## src/rtl/multi_operand_sum_ctrl_if.sv

```systemverilog
// multi_operand_sum_ctrl_if
// Groups the command, operand and result handshakes of the multi-operand
// sum controller into one bundle.
//   start, op_count        : run command from the operand source
//   in_valid/in_ready      : operand handshake, in_data carries the operand
//   out_valid/out_ready    : result handshake, sum carries the result
//   busy, ops_left         : status toward the operand source / display
// Modports: slave = the controller, master = source/consumer side.
interface multi_operand_sum_ctrl_if #(
  parameter int OP_W  = 4,
  parameter int CNT_W = 3,
  parameter int ACC_W = 7
) ();
  logic             start;
  logic [CNT_W-1:0] op_count;
  logic             in_valid;
  logic [OP_W-1:0]  in_data;
  logic             in_ready;
  logic             out_valid;
  logic             out_ready;
  logic [ACC_W-1:0] sum;
  logic             busy;
  logic [CNT_W-1:0] ops_left;

  modport slave (
    input  start, op_count, in_valid, in_data, out_ready,
    output in_ready, out_valid, sum, busy, ops_left
  );

  modport master (
    output start, op_count, in_valid, in_data, out_ready,
    input  in_ready, out_valid, sum, busy, ops_left
  );
endinterface

```

## src/rtl/multi_operand_sum_ctrl.sv

```systemverilog
// multi_operand_sum_ctrl
// Sums a run of OP_W-bit operands through one shared adder, one operand
// per accepted cycle, then offers the result over a valid/ready handshake.
// Ports:
//   clk  : rising-edge clock
//   rst  : synchronous active-high reset, discards any run in progress
//   ctrl : multi_operand_sum_ctrl_if.slave (command, operand and result
//          handshakes plus busy/ops_left status)
module multi_operand_sum_ctrl #(
  parameter int OP_W    = 4,
  parameter int MAX_OPS = 5,
  parameter int CNT_W   = 3,
  parameter int ACC_W   = 7
) (
  input  logic clk,
  input  logic rst,
  multi_operand_sum_ctrl_if.slave ctrl
);

  typedef enum logic [1:0] {IDLE, LOAD, DONE} state_t;

  localparam logic [CNT_W-1:0] MAX_CNT = CNT_W'(MAX_OPS);

  state_t           state, state_next;
  logic [ACC_W-1:0] acc, acc_next;
  logic [CNT_W-1:0] left, left_next;
  logic [CNT_W-1:0] clamped;

  // Requests above MAX_OPS are clamped rather than rejected.
  assign clamped = (ctrl.op_count > MAX_CNT) ? MAX_CNT : ctrl.op_count;

  always_ff @(posedge clk) begin
    if (rst) begin
      state <= IDLE;
      acc   <= '0;
      left  <= '0;
    end else begin
      state <= state_next;
      acc   <= acc_next;
      left  <= left_next;
    end
  end

  // acc is not cleared on the DONE->IDLE handoff so sum stays readable
  // until the next start.
  always_comb begin
    state_next = state;
    acc_next   = acc;
    left_next  = left;
    case (state)
      IDLE: begin
        if (ctrl.start) begin
          acc_next   = '0;
          left_next  = clamped;
          state_next = (clamped != '0) ? LOAD : DONE;
        end
      end
      LOAD: begin
        // in_ready is implied by being in LOAD.
        if (ctrl.in_valid) begin
          acc_next  = acc + ACC_W'(ctrl.in_data);
          left_next = left - 1'b1;
          if (left == CNT_W'(1)) state_next = DONE;
        end
      end
      DONE: begin
        if (ctrl.out_ready) state_next = IDLE;
      end
      default: state_next = IDLE;
    endcase
  end

  always_comb begin
    ctrl.in_ready  = 1'b0;
    ctrl.out_valid = 1'b0;
    ctrl.busy      = 1'b1;
    case (state)
      IDLE:    ctrl.busy      = 1'b0;
      LOAD:    ctrl.in_ready  = 1'b1;
      DONE:    ctrl.out_valid = 1'b1;
      default: ctrl.busy      = 1'b1;
    endcase
  end

  assign ctrl.sum      = acc;
  assign ctrl.ops_left = left;

endmodule

```

## src/flat_wrapper.sv

```systemverilog
// flat-port wrapper written by rule: the top's interface ports become plain ports
module multi_operand_sum_ctrl_flat 
#(
  parameter int OP_W    = 4,
  parameter int MAX_OPS = 5,
  parameter int CNT_W   = 3,
  parameter int ACC_W   = 7
)
  (clk, rst, ctrl_start, ctrl_op_count, ctrl_in_valid, ctrl_in_data, ctrl_out_ready, ctrl_in_ready, ctrl_out_valid, ctrl_sum, ctrl_busy, ctrl_ops_left);
  multi_operand_sum_ctrl_if #(.OP_W(OP_W), .CNT_W(CNT_W), .ACC_W(ACC_W)) ctrl_i ();
  input  logic clk;
  input  logic rst;
  input wire logic [$bits(ctrl_i.start)-1:0] ctrl_start;
  input wire logic [$bits(ctrl_i.op_count)-1:0] ctrl_op_count;
  input wire logic [$bits(ctrl_i.in_valid)-1:0] ctrl_in_valid;
  input wire logic [$bits(ctrl_i.in_data)-1:0] ctrl_in_data;
  input wire logic [$bits(ctrl_i.out_ready)-1:0] ctrl_out_ready;
  output wire logic [$bits(ctrl_i.in_ready)-1:0] ctrl_in_ready;
  output wire logic [$bits(ctrl_i.out_valid)-1:0] ctrl_out_valid;
  output wire logic [$bits(ctrl_i.sum)-1:0] ctrl_sum;
  output wire logic [$bits(ctrl_i.busy)-1:0] ctrl_busy;
  output wire logic [$bits(ctrl_i.ops_left)-1:0] ctrl_ops_left;
  assign ctrl_i.start = ctrl_start;
  assign ctrl_i.op_count = ctrl_op_count;
  assign ctrl_i.in_valid = ctrl_in_valid;
  assign ctrl_i.in_data = ctrl_in_data;
  assign ctrl_i.out_ready = ctrl_out_ready;
  assign ctrl_in_ready = ctrl_i.in_ready;
  assign ctrl_out_valid = ctrl_i.out_valid;
  assign ctrl_sum = ctrl_i.sum;
  assign ctrl_busy = ctrl_i.busy;
  assign ctrl_ops_left = ctrl_i.ops_left;
  multi_operand_sum_ctrl #(.OP_W(OP_W), .MAX_OPS(MAX_OPS), .CNT_W(CNT_W), .ACC_W(ACC_W)) u_core (.clk(clk), .rst(rst), .ctrl(ctrl_i));
endmodule
```

## config.mk

```make
export PLATFORM = sky130hd
export DESIGN_NAME = multi_operand_sum_ctrl_flat
export DESIGN_NICKNAME = d
export VERILOG_FILES = /design/src/rtl/multi_operand_sum_ctrl_if.sv /design/src/rtl/multi_operand_sum_ctrl.sv /design/src/flat_wrapper.sv
export SDC_FILE = /design/constraint.sdc
export NUM_CORES = 1
export LEC_CHECK = 0
export ABC_AREA = 1
export BUFFER_PORTS_ARGS = -buffer_cell sky130_fd_sc_hd__buf_4
export CAP_MARGIN = 20
export CORE_MARGIN = 2
export CORE_UTILIZATION = 49
export DETAILED_ROUTE_END_ITERATION = 16
export HOLD_SLACK_MARGIN = 0.05
export PLACE_DENSITY = 0.77
export SYNTH_ARGS = -nofsm -noshare
export SYNTH_HDL_FRONTEND = slang
export SYNTH_SLANG_ARGS = --single-unit
export TNS_END_PERCENT = 20
```

## constraint.sdc

```tcl
create_clock -name clk -period 2.13 [get_ports clk]
set_clock_uncertainty 0.2 [all_clocks]
set_input_delay 0.1065 -clock clk [delete_from_list [all_inputs] [get_ports clk]]
set_output_delay 0.1065 -clock clk [all_outputs]
set_load 0.03 [all_outputs]
```

==> impl_metrics.env <==
export IMPL_outcome="finished, final reports clean"
export IMPL_port_buffers=24
export IMPL_tightest_slew_ns=0.269
export IMPL_wl_met1_um=769
export IMPL_gp_congestion=0.803
export IMPL_synth_top_family_by_area="simple AND/OR/NAND/NOR gates"
export IMPL_worst_hold_slack_ns=0.0490
export IMPL_pwr_share_comb=0.576
export IMPL_wl_per_cell_um=10.8
export IMPL_crit_path_cell_trace="dlygate4sd3_1, buf_4, ha_1, fa_1, nand3_1, inv_1, nor2_1, nor2_1, a21oi_1, nor2_1"
export IMPL_r2r_start="u_core.state[0]$_SDFFE_PP0P_"
export IMPL_antenna_found_initial=0
export IMPL_critPathSlowestCell="dlygate4sd3_1"
export IMPL_dieHeight_um=44.0
export IMPL_drt_pass1_iter_count=4
export IMPL_cp_arrival_ns=1.94
export IMPL_muxShareOfSynthArea=0
export IMPL_rrSetupSlack_ns=0.28
export IMPL_crit_required_ns=2.10
export IMPL_core_mm2=0.00151
export IMPL_clk_pin_slew_ns=0.08
export IMPL_syn_instance_count=117
export IMPL_io_pins=25
export IMPL_p_leak_nw=0.574
export IMPL_cts_root_buffer="clkbuf_4"
export IMPL_grt_ovfl_total=0
export IMPL_ys_types=21
export IMPL_switching_share=0.477
export IMPL_cts_max_level=1
export IMPL_clkLatencyLatePin_ns=0.27
export IMPL_holdPathStages=6
export IMPL_min_to="u_core.ctrl.sum[5]$_SDFFE_PP0P_"
export IMPL_p_switching_mw=0.518
export IMPL_final_common_cell="nand2_1"
export IMPL_clockPowerShare=0.128
export IMPL_grt_max_degree=8
export IMPL_cts_buffers=3
export IMPL_synth_simple_gate_area_frac=0.344
export IMPL_synth_compound_area_share=0.117
export IMPL_mostFrequentLayoutCells="25 x nand2_1, 24 x buf_4, 17 x inv_1"
export IMPL_yosysSeqAreaShare=0.307
export IMPL_wl_um=1810
export IMPL_rsz0062_at_grt="no"
export IMPL_rows=14
export IMPL_wl_met3_um=106
export IMPL_power_density_mw_per_mm2=1000
export IMPL_drt_iter0_markers=15
export IMPL_drc=0
export IMPL_grt_pass1_wl_um=2770
export IMPL_crit_type="input port to flip-flop"
export IMPL_synthXorXnorAreaFrac=0
export IMPL_min_from="ctrl_start"
export IMPL_post_route_period_util=0.924
export IMPL_crit_path_frequent_cell="nor2_1"
export IMPL_reg2reg_to="u_core.ctrl.ops_left[1]$_SDFFE_PP0P_"
export IMPL_max_stage_delay_ns=0.54
export IMPL_max_cap_violations=0
export IMPL_track_usage=0.194
export IMPL_cp_end_kind="flip-flop"
export IMPL_startpoint_type="input port"
export IMPL_cts_sinks=12
export IMPL_finalPower_mw=1.09
export IMPL_fillers=139
export IMPL_syn_to_final_growth_pct=38.7
export IMPL_top_layer_used="met4"
export IMPL_ys_warn_count=0
export IMPL_ys_ff_latch=12
export IMPL_r2r_cells=6
export IMPL_nets=173
export IMPL_drt_vias_per_instance=5.09
export IMPL_slew_violations=0
export IMPL_antenna_left=0
export IMPL_cp_max_fo=3
export IMPL_pwr_share_seq=0.295
export IMPL_fmax_ghz=0.508
export IMPL_hold_path_class="input port to flip-flop"
export IMPL_setup_violations=0
export IMPL_start_util=0.519
export IMPL_cts_repair_resized=0
export IMPL_avgSynthCellArea_um2=6.68
export IMPL_intPower_mw=0.568
export IMPL_cts_tree="yes"
export IMPL_antenna_cells=0
export IMPL_grt_pass1_vias=730
export IMPL_crit_path_start="ctrl_in_data[0]"
export IMPL_peakVddDrop_uv=829
export IMPL_min_period_ns=1.97
export IMPL_dr_wl_met2_um=903
export IMPL_die_area_mm2=0.00193
export IMPL_dp_hpwl_um=1350
export IMPL_synth_cell_area_um2=782
export IMPL_post_cts_buffers=0
export IMPL_synth_adder_area_share=0.122
export IMPL_hold_viol_final=0
export IMPL_num_vias=855
export IMPL_die_w_um=44.0
export IMPL_relSlewSlack=0.820
export IMPL_cts_buffer_depth=2
export IMPL_fin_tns_setup_ns=0
export IMPL_syn_nets=136
export IMPL_drive_gt1_frac=0.250
sequential cells by signal, indices dropped and copies added, names as in the netlist:
name and flops:
u_core.ctrl.ops_left 3, u_core.state 2, u_core.ctrl.sum 7
how the worst max path moves through the flow:
stage / depth (start not counted) / slack [ns] / end
after detailed placement: 8 / 0.32 / u_core.ctrl.sum[6]$_SDFFE_PP0P_
after global routing: 10 / 0.03 / u_core.ctrl.sum[6]$_SDFFE_PP0P_
after floorplan: 8 / 0.28 / u_core.ctrl.sum[6]$_SDFFE_PP0P_
after CTS: 10 / 0.16 / u_core.ctrl.sum[6]$_SDFFE_PP0P_
final: 10 / 0.16 / u_core.ctrl.sum[6]$_SDFFE_PP0P_
after global placement: 8 / 0.38 / u_core.ctrl.sum[6]$_SDFFE_PP0P_
worst max-delay path: cells and delay by family:
family	cells	cell delay, ns
buf+inv	3	0.72
fa+ha+maj	2	0.60
simple gates	4	0.39
compound gates	1	0.13
final cells by class:
| class | instances | area (um2) | area share |
|---|---|---|---|
| multi-input combinational | 82 | 455 | 0.420 |
| tap | 16 | 20.0 | 0.0185 |
| clock buffer | 3 | 22.5 | 0.0208 |
| inverter | 23 | 86.3 | 0.0796 |
| timing repair buffer | 32 | 260 | 0.240 |
| sequential | 12 | 240 | 0.221 |
synthesized netlist by cell type:
cell type  instances  area share
clkinv_1           1      0.0048
a31oi_1            1      0.0080
nor3_1             1      0.0064
o21ai_0            2       0.013
nor2_1             9       0.043
nand2_2            1      0.0080
nand3_1           12       0.077
inv_1             17       0.082
or2_0              2       0.016
nand4_1            2       0.016
nand2_1           25        0.12
inv_2              5       0.024
nand2_4            2       0.029
dfxtp_1           12        0.31
or2_2              1      0.0080
nand3_2            1       0.013
ha_1               6       0.096
a21oi_1           13       0.083
fa_1               1       0.026
o21ai_1            2       0.013
nor2_2             1      0.0080
through the flow:
step	setup WS, ns	cell area [um2]	utilization	instances
after CTS	0.165	1080	0.720	168
after global routing	0.0284	1080	0.720	168
after global placement	0.375	982	0.652	157
after floorplan	0.283	782	-	117
final	0.161	1080	0.720	168
after detailed placement	0.324	982	0.652	157
metal layers:
metal  global-route usage  vias up
li1                     -      444
met1                0.218      379
met2                0.347       27
met3               0.0250        5
met4                0.109        0
met5                    0        -
timing repair:
item                                   CTS  global route
setup endpoints to repair                0             0
endpoints found under the hold margin    9             0
hold buffers                             8             0
power by group through the flow:
stage	clock network (mW)	registers (mW)	logic [mW]
final	0.139	0.321	0.626
after global placement	0	0.321	0.595
after global routing	0.150	0.327	0.688
after floorplan	0	0.370	0.377
after detailed placement	0	0.324	0.603
after CTS	0.143	0.319	0.630
kinds of logic (layout without fill, tap and decap cells):
kind of cell / Yosys count / count (layout)
simple gates: 57 / 57
flops: 12 / 12
compound gates: 18 / 18
fa+ha+maj: 7 / 7
buf+inv: 23 / 58
Power figures use the tool's default switching activity.
